<file path="config.mk">
export PLATFORM = sky130hd
export DESIGN_NAME = mult_div_iter
export DESIGN_NICKNAME = d
export VERILOG_FILES = /design/src/rtl/mult_div_iter_pkg.sv /design/src/rtl/mult_div_iter_div_core.sv /design/src/rtl/mult_div_iter.sv
export SDC_FILE = /design/constraint.sdc
export NUM_CORES = 2
export LEC_CHECK = 0
export CAP_MARGIN = 5
export CORE_MARGIN = 5
export CORE_UTILIZATION = 45
export DETAILED_ROUTE_END_ITERATION = 16
export PLACE_DENSITY = 0.66
export SYNTH_ARGS = -nofsm -noshare
export SYNTH_HDL_FRONTEND = slang
export SYNTH_SLANG_ARGS = --single-unit
</file>
<file path="constraint.sdc">
create_clock -name clk -period 3.08 [get_ports clk]
set_input_delay 0.308 -clock clk [delete_from_list [all_inputs] [get_ports clk]]
set_output_delay 0.308 -clock clk [all_outputs]
set_load 0.01 [all_outputs]
</file>
<file path="src/rtl/mult_div_iter_pkg.sv">
// Shared definitions for the iterative multiply/divide unit.
//   - MD_OP_* : operation encodings carried on the op port
//   - md_state_e : controller state encoding
//   - width helpers for the W / 2W result path
package mult_div_iter_pkg;

   localparam logic [2:0] MD_OP_MULT  = 3'd0;
   localparam logic [2:0] MD_OP_MULTU = 3'd1;
   localparam logic [2:0] MD_OP_DIV   = 3'd2;
   localparam logic [2:0] MD_OP_DIVU  = 3'd3;
   localparam logic [2:0] MD_OP_MADD  = 3'd4;
   localparam logic [2:0] MD_OP_MADDU = 3'd5;
   localparam logic [2:0] MD_OP_MSUB  = 3'd6;
   localparam logic [2:0] MD_OP_MSUBU = 3'd7;

   localparam int MD_W_DEFAULT = 32;

   typedef enum logic [2:0] {
      MD_ST_IDLE = 3'd0,
      MD_ST_MUL  = 3'd1,
      MD_ST_DIV  = 3'd2,
      MD_ST_FIX  = 3'd3,
      MD_ST_DONE = 3'd4
   } md_state_e;

   function automatic int md_res_w(input int w);
      return 2 * w;
   endfunction

   function automatic logic md_is_div(input logic [2:0] op);
      return (op == MD_OP_DIV) || (op == MD_OP_DIVU);
   endfunction

   // Signed flavours: MULT, DIV, MADD, MSUB (all even encodings)
   function automatic logic md_is_signed(input logic [2:0] op);
      return (op == MD_OP_MULT) || (op == MD_OP_DIV) ||
             (op == MD_OP_MADD) || (op == MD_OP_MSUB);
   endfunction

endpackage

</file>
<file path="src/rtl/mult_div_iter_div_core.sv">
// Iterative restoring divider working on operand magnitudes.
// Retires DIV_STEP quotient bits per cycle, W/DIV_STEP cycles per divide.
// Ports:
//   clk, rst            clock, asynchronous active-low reset
//   start               load operands and begin (divisor must be non-zero)
//   clear               abandon the divide in progress
//   is_signed           take magnitudes of two's-complement operands
//   dividend, divisor   W-bit operands, sampled on start
//   last                high during the final iteration cycle
//   quotient, remainder magnitude results, valid the cycle after last
module mult_div_iter_div_core #(
   parameter int W        = 32,
   parameter int DIV_STEP = 1
) (
   input  logic         clk,
   input  logic         rst,
   input  logic         start,
   input  logic         clear,
   input  logic         is_signed,
   input  logic [W-1:0] dividend,
   input  logic [W-1:0] divisor,
   output logic         last,
   output logic [W-1:0] quotient,
   output logic [W-1:0] remainder
);

   localparam int STEPS = W / DIV_STEP;
   localparam int CW    = (STEPS > 1) ? $clog2(STEPS) : 1;

   logic          active;
   logic [CW-1:0] step_cnt;
   logic [W-1:0]  rem_q;
   logic [W-1:0]  quo_q;
   logic [W-1:0]  dsr_q;
   logic [W-1:0]  dvd_mag;
   logic [W-1:0]  dsr_mag;
   logic [W:0]    sh_t;
   logic [W-1:0]  r_t;
   logic [W-1:0]  q_t;

   assign dvd_mag = (is_signed && dividend[W-1]) ? (~dividend + 1'b1) : dividend;
   assign dsr_mag = (is_signed && divisor[W-1])  ? (~divisor + 1'b1)  : divisor;

   assign last      = active && (step_cnt == '0);
   assign quotient  = quo_q;
   assign remainder = rem_q;

   // quo_q starts as the dividend and shifts quotient bits in from the right
   always_comb begin
      r_t  = rem_q;
      q_t  = quo_q;
      sh_t = '0;
      for (int i = 0; i < DIV_STEP; i++) begin
         sh_t = {r_t, q_t[W-1]};
         q_t  = {q_t[W-2:0], 1'b0};
         if (sh_t >= {1'b0, dsr_q}) begin
            sh_t   = sh_t - {1'b0, dsr_q};
            q_t[0] = 1'b1;
         end
         r_t = sh_t[W-1:0];
      end
   end

   always_ff @(posedge clk or negedge rst) begin
      if (!rst) begin
         active   <= 1'b0;
         step_cnt <= '0;
         rem_q    <= '0;
         quo_q    <= '0;
         dsr_q    <= '0;
      end else if (clear) begin
         active   <= 1'b0;
         step_cnt <= '0;
      end else if (start) begin
         active   <= 1'b1;
         step_cnt <= CW'(STEPS - 1);
         rem_q    <= '0;
         quo_q    <= dvd_mag;
         dsr_q    <= dsr_mag;
      end else if (active) begin
         rem_q <= r_t;
         quo_q <= q_t;
         if (step_cnt == '0) begin
            active <= 1'b0;
         end else begin
            step_cnt <= step_cnt - 1'b1;
         end
      end
   end

endmodule

</file>
<file path="src/rtl/mult_div_iter.sv">
// Multi-cycle multiply/divide unit for the EX-stage HI/LO path.
// EX raises start and stalls until done; ack consumes the result.
// Optional build macro: MULDIV_ACCUM_EN enables MADD/MSUB accumulation
// into {hi_in, lo_in}; without it ops 4/6 act as MULT and 5/7 as MULTU.
// Ports:
//   clk, rst              clock, asynchronous active-low reset
//   start, op             request and operation code (MD_OP_*)
//   operand_1, operand_2  multiplicand/dividend, multiplier/divisor
//   hi_in, lo_in          accumulator halves, sampled at start
//   ack                   result consumed (only honoured in DONE)
//   flush                 cancel current operation
//   busy, done            MUL/DIV/FIX in progress, result valid
//   div_zero              current result came from a divide by zero
//   result                {HI, LO}
//
// state | meaning
// IDLE  | waiting for start
// MUL   | product travelling down the MUL_STAGES register chain
// DIV   | div_core iterating
// FIX   | apply quotient/remainder signs
// DONE  | result held until ack
module mult_div_iter
   import mult_div_iter_pkg::*;
#(
   parameter int DATA_WIDTH = 32,
   parameter int DIV_STEP   = 1,
   parameter int MUL_STAGES = 2
) (
   input  logic                    clk,
   input  logic                    rst,
   input  logic                    start,
   input  logic [2:0]              op,
   input  logic [DATA_WIDTH-1:0]   operand_1,
   input  logic [DATA_WIDTH-1:0]   operand_2,
   input  logic [DATA_WIDTH-1:0]   hi_in,
   input  logic [DATA_WIDTH-1:0]   lo_in,
   input  logic                    ack,
   input  logic                    flush,
   output logic                    busy,
   output logic                    done,
   output logic                    div_zero,
   output logic [2*DATA_WIDTH-1:0] result
);

   localparam int W   = DATA_WIDTH;
   localparam int RW  = md_res_w(DATA_WIDTH);
   localparam int MCW = (MUL_STAGES > 1) ? $clog2(MUL_STAGES) : 1;

   if (!((DIV_STEP == 1) || (DIV_STEP == 2) || (DIV_STEP == 4)) ||
       ((W % DIV_STEP) != 0) || (MUL_STAGES < 1)) begin : g_bad_param
      $error("mult_div_iter: illegal DIV_STEP/MUL_STAGES for DATA_WIDTH");
   end

   md_state_e      state;
   logic [MCW-1:0] mul_cnt;
   logic [RW-1:0]  mul_pipe [MUL_STAGES];
   logic           accept;
   logic           div_start;
   logic           div_last;
   logic           op_div;
   logic           op_signed;
   logic           quo_neg_q;
   logic           rem_neg_q;
   logic [RW-1:0]  a_ext;
   logic [RW-1:0]  b_ext;
   logic [RW-1:0]  prod;
   logic [RW-1:0]  mul_res;
   logic [W-1:0]   div_quo;
   logic [W-1:0]   div_rem;
   logic [W-1:0]   quo_fix;
   logic [W-1:0]   rem_fix;

   assign op_div    = md_is_div(op);
   assign op_signed = md_is_signed(op);
   assign accept    = !flush && start &&
                      ((state == MD_ST_IDLE) || ((state == MD_ST_DONE) && ack));
   assign div_start = accept && op_div && (operand_2 != '0);

   // 2W x 2W product truncated to 2W is correct mod 2^(2W) for both signednesses
   assign a_ext = op_signed ? {{W{operand_1[W-1]}}, operand_1} : {{W{1'b0}}, operand_1};
   assign b_ext = op_signed ? {{W{operand_2[W-1]}}, operand_2} : {{W{1'b0}}, operand_2};
   assign prod  = a_ext * b_ext;

`ifdef MULDIV_ACCUM_EN
   always_comb begin
      mul_res = prod;
      case (op)
         MD_OP_MADD, MD_OP_MADDU: mul_res = {hi_in, lo_in} + prod;
         MD_OP_MSUB, MD_OP_MSUBU: mul_res = {hi_in, lo_in} - prod;
         default:                 mul_res = prod;
      endcase
   end
`else
   logic unused_acc;
   assign unused_acc = ^{hi_in, lo_in};
   assign mul_res    = prod;
`endif

   // Product enters at accept; stage MUL_STAGES-1 is read on the last MUL cycle
   always_ff @(posedge clk or negedge rst) begin
      if (!rst) begin
         for (int i = 0; i < MUL_STAGES; i++) begin
            mul_pipe[i] <= '0;
         end
      end else if (accept || (state == MD_ST_MUL)) begin
         mul_pipe[0] <= mul_res;
         for (int i = 1; i < MUL_STAGES; i++) begin
            mul_pipe[i] <= mul_pipe[i-1];
         end
      end
   end

   mult_div_iter_div_core #(
      .W        (W),
      .DIV_STEP (DIV_STEP)
   ) u_div_core (
      .clk       (clk),
      .rst       (rst),
      .start     (div_start),
      .clear     (flush),
      .is_signed (op_signed),
      .dividend  (operand_1),
      .divisor   (operand_2),
      .last      (div_last),
      .quotient  (div_quo),
      .remainder (div_rem)
   );

   assign quo_fix = quo_neg_q ? (~div_quo + 1'b1) : div_quo;
   assign rem_fix = rem_neg_q ? (~div_rem + 1'b1) : div_rem;

   always_ff @(posedge clk or negedge rst) begin
      if (!rst) begin
         state     <= MD_ST_IDLE;
         busy      <= 1'b0;
         done      <= 1'b0;
         div_zero  <= 1'b0;
         result    <= '0;
         mul_cnt   <= '0;
         quo_neg_q <= 1'b0;
         rem_neg_q <= 1'b0;
      end else if (flush) begin
         state    <= MD_ST_IDLE;
         busy     <= 1'b0;
         done     <= 1'b0;
         div_zero <= 1'b0;
         mul_cnt  <= '0;
      end else if (accept) begin
         div_zero  <= 1'b0;
         quo_neg_q <= op_signed && (operand_1[W-1] ^ operand_2[W-1]);
         rem_neg_q <= op_signed && operand_1[W-1];
         if (op_div && (operand_2 == '0)) begin
            state    <= MD_ST_DONE;
            busy     <= 1'b0;
            done     <= 1'b1;
            div_zero <= 1'b1;
            result   <= {operand_1, {W{1'b1}}};
         end else if (op_div) begin
            state <= MD_ST_DIV;
            busy  <= 1'b1;
            done  <= 1'b0;
         end else begin
            state   <= MD_ST_MUL;
            busy    <= 1'b1;
            done    <= 1'b0;
            mul_cnt <= MCW'(MUL_STAGES - 1);
         end
      end else begin
         case (state)
            MD_ST_IDLE: begin
               busy <= 1'b0;
               done <= 1'b0;
            end
            MD_ST_MUL: begin
               if (mul_cnt == '0) begin
                  state  <= MD_ST_DONE;
                  busy   <= 1'b0;
                  done   <= 1'b1;
                  result <= mul_pipe[MUL_STAGES-1];
               end else begin
                  mul_cnt <= mul_cnt - 1'b1;
               end
            end
            MD_ST_DIV: begin
               if (div_last) begin
                  state <= MD_ST_FIX;
               end
            end
            MD_ST_FIX: begin
               state  <= MD_ST_DONE;
               busy   <= 1'b0;
               done   <= 1'b1;
               result <= {rem_fix, quo_fix};
            end
            MD_ST_DONE: begin
               if (ack) begin
                  state <= MD_ST_IDLE;
                  done  <= 1'b0;
               end
            end
            default: begin
               state <= MD_ST_IDLE;
               busy  <= 1'b0;
               done  <= 1'b0;
            end
         endcase
      end
   end

endmodule

</file>
* Word-level counts from Yosys, hierarchy flattened
Index checks and enable logic that the tools add are counted.
Cells by class: mux-type cells 51, magnitude comparators 1, $mul 1, $add $sub $neg 7, reductions and logical operators 37, equality and inequality tests 19, bitwise logic cells 6
Operators with widths (count):
- 64-bit 2-to-1 mux | 5
- 32-bit 2-to-1 mux | 9
- 32-bit by 1-bit adder with 32-bit output (second input constant) | 4
- 32-bit NOT | 4
- 64-bit case mux with 2 select lines | 1
- 64-bit by 64-bit multiplier with 64-bit output | 1
- 33-bit by 32-bit greater-or-equal comparator with 1-bit output | 1
- 32-bit zero test | 1
- 32-bit nonzero test | 1
- 32-bit subtractor | 1
- 1-bit 2-to-1 mux | 22
- 5-bit 2-to-1 mux | 4
- 3-bit 2-to-1 mux | 6
- 3-bit != test (second input constant) | 6
- 3-bit case mux with 5 select lines | 1
- 3-bit by 2-bit == test with 1-bit output (second input constant) | 4
- 4-bit != test (second input constant) | 3
- 1-bit logical AND | 10
- 2-bit AND reduction | 5
- 3-bit == test (second input constant) | 3
- 3-bit nonzero test | 3
- 4-bit AND reduction | 2
- 3-bit zero test | 2
- 1-bit logical OR | 6
- other kinds (15) | 17
Storage, ports and cells: logic and storage cells 137, output and inout bits 67, register bits 303, input port bits 136

* Logic depth before layout (Yosys ltp)
word-level depth 8, depth in mapped cells 36, depth with buffers taken out 33

* Cells and area by module
A second synthesis with hierarchy kept.
Unflattened totals: cell total of the unflattened synthesis 7062, area total of the unflattened synthesis 64548.2 µm²
By module, submodules not included:
- mult_div_iter | seq. area each 5029.8 µm², area an instance 57079.7 µm², times used 1, cells each 6150
- mult_div_iter_div_core | seq. area each 2552.4 µm², area an instance 7468.4 µm², times used 1, cells each 912

* Least setup slack after synthesis
OpenSTA, ideal clock, no wires.
kind input to register, start point in operand_1[31], end point reg mul_pipe[119] (netlist name), arrival 8.895 ns, setup time 0.125 ns, slack -5.940 ns, data required time 2.955 ns, stages on the path 33, buffers on the path 3, cell sequence nor2b_1 clkbuf_1 clkbuf_1 buf_1 nand2_1 inv_1 fa_1 inv_1 fa_1 fa_1 inv_1 fa_1 inv_1 fa_1 fa_1 inv_1 fa_1 inv_1 fa_1 inv_1 fa_1 fa_1 ha_1 a21oi_1 o21bai_1 a21oi_1 o31ai_1 a221oi_1 nor2_1 a211oi_1 nand2_1 xnor2_1 mux2_2
On the way: word-level cells in the longest chain between the ends 2
RTL lines:
- from (decl) | line mult_div_iter.sv:33 | input logic [DATA_WIDTH-1:0] operand_1,
- 64-bit 2-to-1 mux | line mult_div_iter.sv:80 | assign a_ext = op_signed ? {{W{operand_1[W-1]}}, operand_1} : {{W{1'b0}}, operand_1};
- 64-bit by 64-bit multiplier with 64-bit output | line mult_div_iter.sv:82 | assign prod = a_ext * b_ext;
- to (signal, indexed assignment) | line mult_div_iter.sv:108 | mul_pipe[i] <= mul_pipe[i-1];
- to (decl) | line mult_div_iter.sv:56 | logic [RW-1:0] mul_pipe [MUL_STAGES];
No other way between the ends. A chain may end at the register's enable or synchronous reset.

* Worst setup path in the final report
start point in operand_1[31], end point reg mul_pipe[127] (netlist name)
The elaborated chain is that of the path after synthesis.

==> key figures <==
Critical path
  • Most used cell along the critical path: fa_1
  • Critical path peak fanout: 7
  • Critical path class: input pin to flip-flop
  • Slowest cell on the critical path: fa_2
  • CP Capture Type: flip-flop
  • Crit path arrival time: 8550 ps
  • Critical Path RT: 3510 ps
  • Flop2flop setup slack: -290 ps
  • CP max stage delay: 650 ps
  • Startpoint Class: input pin

CTS
  • H-tree Lvls: 2
  • Root buffer cell: clkbuf_16
  • TritonCTS Sinks: 303
  • Clk pin slew, worst setup/hold paths: 60 ps
  • CTS tree: built
  • Clock Tree Buf Depth: 3
  • Clk_lat worst skew: 580 ps
  • Total CTS buffers: 35

Drt
  • WL/cell: 23.8 um
  • Detailed-route vias per instance: 5.35
  • Vias post-DR: 54,000
  • Starting DRT DRC Count: 4,364
  • Detail Route Antenna Nets: 0
  • Number of remaining DRC errors: 0
  • DR pass1 iterations: 6
  • Final WL: 241,000 um

Floorplanning
  • # rows: 139
  • Die ar.: 152,000 um2
  • Initial core utilization: 45.3%
  • Core Region: 143,000 um2
  • Die Ht: 390 um
  • Die Span X: 390 um
  • Top Ports: 203

Layout
  • Filler instances: 12,200
  • Storage cell area: 7580 um2
  • Synthesis-to-layout area growth: 28.7%
  • Layout cells sized above 1: 24.2%
  • Area of the multi-input gates: 53,500 um2
  • Nets: 10,100
  • Layout Utilization: 58.3%

Timing
  • Setup WS post-layout: -5050 ps
  • Worst-margin pin slew: 1130 ps
  • RSZ-0062 raised after global routing: yes
  • Clock skew: 26.0 ps
  • Final Critical Period: 8130 ps
  • Final Max Slew Viols: 0
  • Period utilisation layout: 264%
  • Peak Freq: 123 MHz
  • Setup Viol. Count Final: 229
  • Rel. slew slack: 24.7%
  • Setup tns final: -303,310 ps
  • Fin. Hold Viols: 0

Logic synthesis
  • Ys Warns: 0
  • Netlist cell types: 78
  • Number of flops mapped to enable cells by yosys: 0
  • Seq cells post-synth: 303
  • Area leader, netlist: fa_1
  • Syn Nets: 9,105
  • Post-Synth Adder-Cell Area: 50.5%
  • Ys async rst share: 100%
  • Post-synth top area share: 43.7%
  • Ys flop type: dfrtp_1
  • Seq/Total Area, Yosys: 11.7%
  • Cells after Synth: 7,200
  • Synth Area in Compound Gates: 7.60%
  • Mapped Area: 65,000 um2
  • Post-Synth Simple-Gate Area: 14.9%
  • Synth top area cells: fa_1, dfrtp_1, inv_1
  • Largest family of logic cells by synthesized area: adder cells
  • Mux cell area share after synthesis: 0.281%
  • Synth Area per Inst: 9.02 um2
  • Synth Area in XOR/XNOR: 3.49%

Placed design
  • Hpwl dp: 189,000 um
  • GP Congestion: 1.02
  • IO Port Bufs: 138
  • Dpl ws: -6050 ps

Global route
  • Initial antenna violation count: 22
  • Total track usage: 31.5%
  • Largest net degree at the start of global routing: 97
  • Grt ovf: 0
  • Vias in the first global route: 58,600
  • First-pass GRT wire length: 361,000 um

Status
  • Failing checks: setup timing
  • Status: finished, violations left

Hold path
  • HP Class: input pin to flip-flop

Job
  • Number of max-cap violations: 0
-- cell families after synthesis --
logic type,after synthesis
simple gates,2047
buf+inv,1993
fa+ha+maj,1770
compound gates,810
flops,303
xor+xnor,259
mux,18
-- flip-flops by register name, summed over array words and instances (netlist names), 3 cells and up --
name / count
u_div_core.step_cnt: 5
u_div_core.quotient: 32
u_div_core.dsr_q: 32
mul_pipe: 128
result: 64
u_div_core.remainder: 32
state: 3
-- final cells by class --
| type | instances | share of cell area (%) |
|---|---|---|
| multi-input cells | 4904 | 64.0 |
| repair buffers | 1319 | 15.4 |
| flip-flops and latches | 303 | 9.06 |
| inverters | 1589 | 7.15 |
| well taps | 1903 | 2.85 |
| clock buffers | 42 | 1.10 |
| clock inverters | 21 | 0.428 |
| diodes | 15 | 0.0449 |
-- placed cells by master (no fill, tap or decap), types with 25 or more instances in the layout --
master	netlist	layout
a211oi_1	65	62
a21o_1	50	48
a21oi_1	245	178
a21oi_2	0	42
a21oi_4	0	25
and2_1	586	553
and2_4	1	32
buf_12	0	121
buf_4	0	926
buf_6	2	117
clkbuf_16	0	41
clkdlybuf4s50_1	0	73
dfrtp_1	303	303
fa_1	1419	1293
fa_2	0	126
ha_1	350	252
ha_4	0	95
inv_1	1589	1480
inv_2	0	104
nand2_1	991	939
nand2_2	0	40
nor2_1	263	246
nor3_1	40	34
o21ai_0	247	178
o21ai_1	2	32
o21ai_2	1	27
o31ai_1	31	25
xnor2_1	146	121
xor2_1	113	102
-- Yosys cell counts (23+ instances only) --
master / number
o21ai_0: 247
nor3_1: 40
a211oi_1: 65
nor2_1: 263
fa_1: 1419
and2_1: 586
nand2_1: 991
buf_1: 35
o21bai_1: 27
dfrtp_1: 303
a21oi_1: 245
xor2_1: 113
nand3_1: 32
a21o_1: 50
xnor2_1: 146
inv_1: 1589
a31oi_1: 23
clkbuf_1: 351
ha_1: 350
o31ai_1: 31
-- routing by layer --
metal	share of wire [%]	track usage [%]
met1	38	40.8
met2	46	51.1
met5	0.052	0
met4	6.5	15.4
met3	9.4	6.00
-- critical path: cells and delay by family --
kind	cells	cell delay, ps
fa+ha+maj	11	5700
simple gates	3	790
compound gates	7	900
buf+inv	8	790
-- final timing paths --
path / to / depth (start not counted) / from
setup / recovery: mul_pipe[127] / 29 / operand_1[31]
min in group asynchronous: u_div_core.dsr_q[23] / 2 / rst
hold reg to reg: mul_pipe[16] / 2 / mul_pipe[16]
max in group asynchronous: mul_pipe[88] / 3 / rst
hold / removal: u_div_core.dsr_q[31] / 4 / operand_2[31]
setup reg to reg: result[63] / 12 / u_div_core.remainder[1]
-- what timing repair did --
item / CTS / global route
hold buffers: 1 / 0
gates resized for setup: 734 / 256
setup buffers: 130 / 66
endpoints found under the setup margin: 214 / 226
pin swaps: 369 / 276
cloned: 26 / 6
endpoints found under the hold margin: 87 / 0
-- through the flow --
| step | cell area, um2 | instances | hold slack (ps) |
|---|---|---|---|
| after global placement | 76700 | 9828 | 390 |
| after global routing | 83600 | 10100 | 135 |
| after detailed placement | 76700 | 9828 | 392 |
| after floorplan | 67000 | 7200 | 12.4 |
| after CTS | 82300 | 10000 | 284 |
| final | 83700 | 10100 | 142 |
Power is left out: the tool's default activity adds up to more than one toggle a clock period on the data nets, which glitch-free logic cannot reach.
